===== config.mk =====
export PLATFORM = sky130hd
export DESIGN_NAME = ahbsram_ctrl_pipe
export DESIGN_NICKNAME = d
export VERILOG_FILES = /design/src/rtl/ahbsram_pkg.sv /design/src/rtl/ahbsram_byteen_dec.sv /design/src/rtl/ahbsram_ctrl_pipe.sv
export SDC_FILE = /design/constraint.sdc
export NUM_CORES = 1
export LEC_CHECK = 0
export ABC_AREA = 1
export BUFFER_PORTS_ARGS = -buffer_cell sky130_fd_sc_hd__buf_2
export CORE_UTILIZATION = 38
export DETAILED_ROUTE_END_ITERATION = 6
export PLACE_DENSITY = 0.8
export SETUP_SLACK_MARGIN = 0.5
export SLEW_MARGIN = 25
export SYNTH_ARGS = -nofsm -noshare
export SYNTH_HDL_FRONTEND = slang
export SYNTH_SLANG_ARGS = --single-unit
export TNS_END_PERCENT = 30

===== constraint.sdc =====
create_clock -name HCLK -period 1.4 [get_ports HCLK]
set_input_delay 0.14 -clock HCLK [delete_from_list [all_inputs] [get_ports HCLK]]
set_output_delay 0.14 -clock HCLK [all_outputs]
set_load 0.01 [all_outputs]

===== src/rtl/ahbsram_pkg.sv =====
// Shared types and helpers for the AHB SRAM controller.
// State encoding, transfer size codes, lane-index width.
package ahbsram_pkg;

    typedef enum logic [1:0] {
        ST_IDLE,
        ST_WR,
        ST_RD,
        ST_ERR
    } state_e;

    localparam logic [2:0] SZ_BYTE  = 3'd0;
    localparam logic [2:0] SZ_HALF  = 3'd1;
    localparam logic [2:0] SZ_WORD  = 3'd2;
    localparam logic [2:0] SZ_DWORD = 3'd3;

    // log2 of the number of byte lanes in one data word
    function automatic int lane_bits(input int dw);
        int n;
        int r;
        n = dw / 8;
        r = 0;
        for (int i = 0; i < 8; i++) begin
            if (n > 1) begin
                n = n >> 1;
                r = r + 1;
            end
        end
        return r;
    endfunction

endpackage


===== src/rtl/ahbsram_byteen_dec.sv =====
// Byte-lane write-enable decoder.
// Shifts a size-dependent lane mask to the addressed byte offset.
module ahbsram_byteen_dec
    import ahbsram_pkg::*;
#(
    parameter  int DWIDTH = 32,
    localparam int NB     = DWIDTH / 8,
    localparam int K      = lane_bits(DWIDTH)
) (
    input  logic          en_i,
    input  logic [2:0]    size_i,
    input  logic [K-1:0]  off_i,
    output logic [NB-1:0] byteen_o
);

    logic [NB-1:0] base;

    // Lane mask for the transfer size, placed at the byte offset
    always_comb begin
        base = '0;
        unique case (1'b1)
            (size_i == SZ_BYTE):  base = NB'(1);
            (size_i == SZ_HALF):  base = NB'(3);
            (size_i == SZ_WORD):  base = NB'(15);
            (size_i == SZ_DWORD): base = '1;
            default:              base = '0;
        endcase
        byteen_o = en_i ? (base << off_i) : '0;
    end

endmodule


===== src/rtl/ahbsram_ctrl_pipe.sv =====
// SRAM controller behind an AHB bus interface.
// Single-cycle writes, fixed-latency reads, back-to-back acceptance.
module ahbsram_ctrl_pipe
    import ahbsram_pkg::*;
#(
    parameter int DWIDTH     = 32,
    parameter int AWIDTH     = 19,
    parameter int RD_LATENCY = 1
) (
    input  logic                HCLK,
    input  logic                aresetn,
    input  logic                req,
    input  logic                write,
    input  logic [2:0]          size,
    input  logic [AWIDTH-1:0]   addr,
    input  logic [DWIDTH-1:0]   wdata,
    output logic                ack,
    output logic                err,
    output logic [DWIDTH-1:0]   rdata,
    output logic                busy,
    output logic                mem_wen,
    output logic                mem_ren,
    output logic [AWIDTH-1:0]   mem_addr,
    output logic [DWIDTH/8-1:0] mem_byteen,
    output logic [DWIDTH-1:0]   mem_wdata,
    input  logic [DWIDTH-1:0]   mem_rdata
);

    localparam int K = lane_bits(DWIDTH);

    state_e            state_q, state_d;
    logic [1:0]        cnt_q, cnt_d;
    logic [DWIDTH-1:0] rdata_q;
    logic              accept;
    logic              illegal;
    logic              cap;
    logic [2:0]        amask;

    assign mem_addr  = addr >> K;
    assign mem_wdata = wdata;
    assign rdata     = rdata_q;

    // Acceptance, legality, strobes and next state
    always_comb begin
        ack     = 1'b0;
        state_d = state_q;
        cnt_d   = cnt_q;
        cap     = 1'b0;
        unique case (state_q)
            ST_WR, ST_ERR: ack = 1'b1;
            ST_RD:         ack = (cnt_q == 2'd0);
            default:       ack = 1'b0;
        endcase
        err     = ack && (state_q == ST_ERR);
        busy    = (state_q != ST_IDLE);
        amask   = 3'((4'd1 << size[1:0]) - 4'd1);
        illegal = (size > 3'(K)) || (|(addr[2:0] & amask));
        accept  = aresetn && req && ((state_q == ST_IDLE) || ack);
        mem_wen = accept && !illegal && write;
        mem_ren = accept && !illegal && !write;
        if ((state_q == ST_RD) && (cnt_q != 2'd0)) begin
            cnt_d = cnt_q - 2'd1;
            cap   = (cnt_q == 2'd1);
        end
        if (ack) begin
            state_d = ST_IDLE;
        end
        if (accept) begin
            if (illegal) begin
                state_d = ST_ERR;
            end else if (write) begin
                state_d = ST_WR;
            end else begin
                state_d = ST_RD;
                cnt_d   = 2'(RD_LATENCY);
            end
        end
    end

    // State and read-latency counter
    always_ff @(posedge HCLK or negedge aresetn) begin
        if (!aresetn) begin
            state_q <= ST_IDLE;
            cnt_q   <= 2'd0;
        end else begin
            state_q <= state_d;
            cnt_q   <= cnt_d;
        end
    end

    // Read data capture, held until the next read
    always_ff @(posedge HCLK or negedge aresetn) begin
        if (!aresetn) begin
            rdata_q <= '0;
        end else if (cap) begin
            rdata_q <= mem_rdata;
        end
    end

    ahbsram_byteen_dec #(
        .DWIDTH (DWIDTH)
    ) u_dec (
        .en_i     (mem_wen),
        .size_i   (size),
        .off_i    (addr[K-1:0]),
        .byteen_o (mem_byteen)
    );

endmodule


# Yosys cells after proc, flatten, opt, wreduce, memory -nomap -nowiden
# Cells that the tools add are included.
# W data, S select, Z words.
[classes]
n_reduce_logical = 20
shifts = 2
n_lt_le_gt_ge = 1
n_mux = 12
bitwise_logic = 1
eq_ne = 7
n_addsub = 2
[op_table]
columns = ["op", "count"]
rows = [
  ["$mux W2", 8],
  ["$pmux W4 S3", 1],
  ["$logic_and A1 B1 Y1", 7],
  ["$eq A3 B2 Y1 const B", 2],
  ["$reduce_bool A2 Y1", 3],
  ["$eq A2 B1 Y1 const B", 2],
  ["$eq A2 B2 Y1 const B", 2],
  ["$logic_not A2 Y1", 2],
  ["$mux W4", 1],
  ["$reduce_or A2 Y1", 2],
  ["$shl A4 B2 Y4", 1],
  ["$and A3 B3 Y3", 1],
  ["$eq A3 B1 Y1 const B", 1],
  ["$gt A3 B2 Y1 const B", 1],
  ["$logic_not A3 Y1", 1],
  ["$reduce_or A3 Y1", 1],
  ["$shl A1 B2 Y3 const A", 1],
  ["$sub A3 B1 Y3 const B", 1],
  ["$logic_not A1 Y1", 2],
  ["$logic_or A1 B1 Y1", 2],
  ["$pmux W1 S2", 1],
  ["$sub A2 B1 Y2 const B", 1],
  ["$mux W1", 1],
]
[totals]
inputBits = 90
ff_bits = 36
out_inout_bits = 92

# Longest topological paths before layout
[logic_depth]
depth_word = 9
ltp_mapped = 9
depth_no_buf = 8

# Hierarchy
# From an unflattened synthesis, not the netlist that was laid out.
[unflattened]
cells_unflattened = 256
area_unflattened_um2 = 2085.8
[by_module_without_submodules]
columns = ["mod", "cells_each", "area_each_um2", "n_inst"]
rows = [
  ["ahbsram_ctrl_pipe", 233, 1970.6, 1],
  ["ahbsram_byteen_dec", 23, 115.1, 1],
]

# Worst setup path after synthesis
# No wires, ideal clock.
[synth_timing]
path_kind = "register -> output"
start = "reg cnt_q[0]"
end = "out mem_byteen[0]"
t_arrival_ns = 1.195
stages_incl_launch_ff = 7
n_path_buf = 0
slack_ns = 0.065
required_ns = 1.260
cell_sequence = "dfrtp_1 > inv_1 > ha_1 > nor2_2 > nand2_4 > nand3_2 > nor3_1"
[synth_via]
elab_chain_cells = 7
[synth_rtl]
columns = ["element", "line", "source"]
rows = [
  ["start: declaration", "ahbsram_ctrl_pipe.sv:32", "logic [1:0] cnt_q, cnt_d;"],
  ["start signal: assignment", "ahbsram_ctrl_pipe.sv:87", "cnt_q <= cnt_d;"],
  ["$logic_not A2 Y1", "ahbsram_ctrl_pipe.sv:51", "ST_RD: ack = (cnt_q == 2'd0);"],
  ["$pmux W1 S2", "ahbsram_ctrl_pipe.sv:49", "unique case (state_q)"],
  ["$logic_or A1 B1 Y1", "ahbsram_ctrl_pipe.sv:58", "accept = aresetn && req && ((state_q == ST_IDLE) || ack);"],
  ["$logic_and A1 B1 Y1", "ahbsram_ctrl_pipe.sv:58", ""],
  ["$logic_and A1 B1 Y1 (2 in series)", "ahbsram_ctrl_pipe.sv:59", "mem_wen = accept && !illegal && write;"],
  ["$mux W4", "ahbsram_byteen_dec.sv:28", "byteen_o = en_i ? (base << off_i) : '0;"],
  ["end: declaration", "ahbsram_ctrl_pipe.sv:24", "output logic [DWIDTH/8-1:0] mem_byteen,"],
]
# No other way between the ends.

# Worst setup path after layout
# Same ends and word-level chain as after synthesis.

==> summary.md <==
| Metric | Value |
|---|---|
| Total wire length | `4770 um` |
| Hold Crit Class | `primary input to async pin` |
| Crit-path max FO | `7` |
| Critical path's largest stage delay | `0.40 ns` |
| Reg2reg start | `cnt_q[0]` |
| Finish-stage setup viols | `41` |
| Ant. Diodes | `0` |
| ANT nets after route | `0` |
| Total vias in the final route | `between 1.5k and 2k` |
| Post-synthesis sequential area ratio | `44.5%` |
| Global-route wire length before repair | `6590 um` |
| TritonRoute pass-1 iters | `4` |
| Vias in the first global route | `1364` |
| GRT Total Usage | `16.1%` |
| Unrepaired setup endpoints after global routing | `yes` |
| Critical path buffers and inverters | `2` |
| Hold Slack | `-0.0234 ns` |
| CP endpoint | `mem_byteen[0]` |
| Nets | `395` |
| Design Power | `6.03 mW` |
| Area share of fa/ha/maj cells after synthesis | `1.24%` |
| Critical path type | `flop to primary output` |
| Final HPWL DP | `3010 um` |
| Cell breakdown of the critical path | `inv_2 -> ha_4 -> nor2_4 -> nand2_4 -> nand3_4 -> nor3_4 -> buf_2` |
| Die W | `75.0 um` |
| Cts hold-fix bufs | `0` |
| Remaining Overflow, GRT | `0` |
| Internal power | `between 3 and 4 mW` |
| Final core utilization | `53.7%` |
| Multiplexer share of the synthesized area | `0%` |
| Failing checks | `negative hold slack, negative setup slack` |
| Sequential power share | `31.2%` |
| CTS HTree Levels | `2` |
| Post-Synthesis Cell Area | `slightly above 0.002 sq mm` |
| Skew-Pair Late Insertion Delay | `0.28 ns` |
| FP Rows | `26` |
| # placed instances | `345` |
| CTS sink count | `36` |
| Commonest non-fill, non-tap cell in the layout | `buf_2` |
| Post-Synth XOR/XNOR Area | `0.433%` |
| Worst Setup SP | `cnt_q[0]` |
| CTS max path bufs | `2` |
| Leak | `1.50 nW` |
| Reg2Reg Depth | `11` |
| DR WL/cell | `12.8 um` |
| Yosys reg bits | `36` |
| Largest family of logic cells by synthesized area | `simple AND/OR/NAND/NOR gates` |
| Crit-path slowest cell | `dfrtp_1` |
| Non-Filler Instances | `373` |
| Largest net degree at the start of global routing | `37` |
| Cell variety after synth | `19` |
| Synthesis Warnings | `0` |
| CP delay by family, top | `simple AND/OR/NAND/NOR gates` |
| Simple logic cell fraction of the synthesized area | `between 20% and 30%` |
| Clock-pin slew on the worst setup and hold paths | `0.07 ns` |
| Routed vias/inst | `4.58` |
| Share of cells above drive strength 1 | `49.2%` |
| R2r setup slk | `-0.15 ns` |
| Post-route minimum period | `1.59 ns` |
| Final hold viol count | `36` |
| CP required | `1.26 ns` |
| Die area | `0.00562 sq mm` |
| Compound-cell area share of the yosys netlist | `1.24%` |
| CTS buffer count | `5` |
| VDD IR max | `0.693 mV` |
| Max cap viols | `0` |
| Syn Area/Cell | `8.23 sq um` |
| Core area | `about 0.0051 sq mm` |
| Layout Area Growth over Synthesis | `35.5%` |
| PwrDens | `2200 mW/mm^2` |
| Max-slew violation count | `0` |
| # DRC | `0` |
| Initial core utilization | `39.6%` |
| Commonest non-fill, non-tap cells in the layout | `78 x buf_2, 61 x nand2_1, 36 x dfrtp_1` |
| CTS tree | `built` |
| Worst EP arrival | `1.45 ns` |
| Status | `finished, violations left` |
| Final Cycle Share | `114%` |
| Clock Power Share | `11.2%` |
| Setup crit end kind | `primary output` |
| Final WS setup | `-0.192 ns` |
| Worst Setup Start Kind | `flop` |
| Post-synthesis cell count | `around 250` |
| Comb power frac | `around 58%` |
| Instance area after placement | `0.00220 sq mm` |
| I/O pins | `around 180` |
| Switching power | `2.43 mW` |
| I/O Buffers | `81` |
| Initial antenna violation count | `0` |
| Gpl congestion | `approximately 0.74` |
| Final setup skew | `0.00308 ns` |
| Sw Ratio | `40.3%` |
| Stages on worst setup path | `7` |
| CTS root buffer | `clkbuf_8` |
| Die height | `75.0 um` |
| Worst R2R End | `rdata[7]` |
| Max Freq | `628 MHz` |
| Starting DRT DRC Count | `63` |
| Finished layout cell area | `approximately 0.0027 sq mm` |
[layer usage]
metal | track usage, % | wire [um]
met5 | 0 | 0
met3 | 4.95 | 345
met1 | 19.8 | 1960
met2 | 26.7 | 2420
met4 | 5.87 | 48
[Yosys cell counts (all sizes together)]
library cell | n | area share, %
conb | 1 | 0.19
dfrtp | 36 | 44
nor3 | 4 | 0.99
a21oi | 2 | 0.49
buf | 58 | 22
nand3 | 38 | 9.6
o21ai | 3 | 0.74
clkbuf | 3 | 0.56
clkinv | 1 | 0.43
nor2 | 6 | 1.2
xor2 | 1 | 0.43
inv | 13 | 2.4
ha | 2 | 1.2
nand2 | 78 | 15
[kinds of logic (layout without fill, tap and decap cells)]
family	after synthesis	after routing
xor gates and xnor gates	1	1
DFF	36	36
buffers and inverters	75	128
AOI/OAI and AO/OA	5	5
and+or+nand+nor	126	129
other	1	2
adders and majority gates	2	2
[registers in the layout (all words and copies together) (netlist names)]
signal	count
cnt_q	2
state_q	2
rdata	32
[what timing repair did]
item | 4_1_cts | 5_1_grt
cloned | 4 | 4
endpoints found under the setup margin | 77 | 77
buffers inserted | 8 | 5
gates resized for setup | 21 | 28
pin swaps | 9 | 9
[metrics by stage]
stage	setup WS, ns	TNS (ns)
after CTS	-0.219	-2.00
after global placement	0.0151	0
after floorplan	0.108	0
final	-0.192	-4.22
after global routing	-0.298	-7.17
after detailed placement	-0.0666	-1.57
[how the worst min path moves through the flow]
| stage | startpoint | end | slack (ns) |
|---|---|---|---|
| floorplan | aresetn | cnt_q[0] | -0.16 |
| global placement | addr[2] | mem_addr[0] | 0.28 |
| detailed placement | addr[2] | mem_addr[0] | 0.28 |
| CTS | aresetn | cnt_q[0] | 0.003 |
| global route | aresetn | rdata[24] | 0.02 |
| finish | aresetn | rdata[24] | -0.02 |
[power by group through the flow]
stage	logic, mW	clock network, mW	registers [mW]
after global placement	2.15	0	1.83
final	3.48	0.673	1.88
after global routing	3.81	0.745	1.94
after detailed placement	2.22	0	1.84
after floorplan	1.26	0	2.06
after CTS	2.98	0.697	1.83
[layout make-up]
type	instances	area, sq um
repair inverters	1	16.3
flip-flops and latches	36	901
repair buffers	106	771
clock buffers	6	72.6
well taps	70	87.6
inverters	14	65.1
fillers	486	2360
multi-input cells	139	825
clock inverters	1	5.00
No activity file was read; power rests on OpenSTA's default activity.
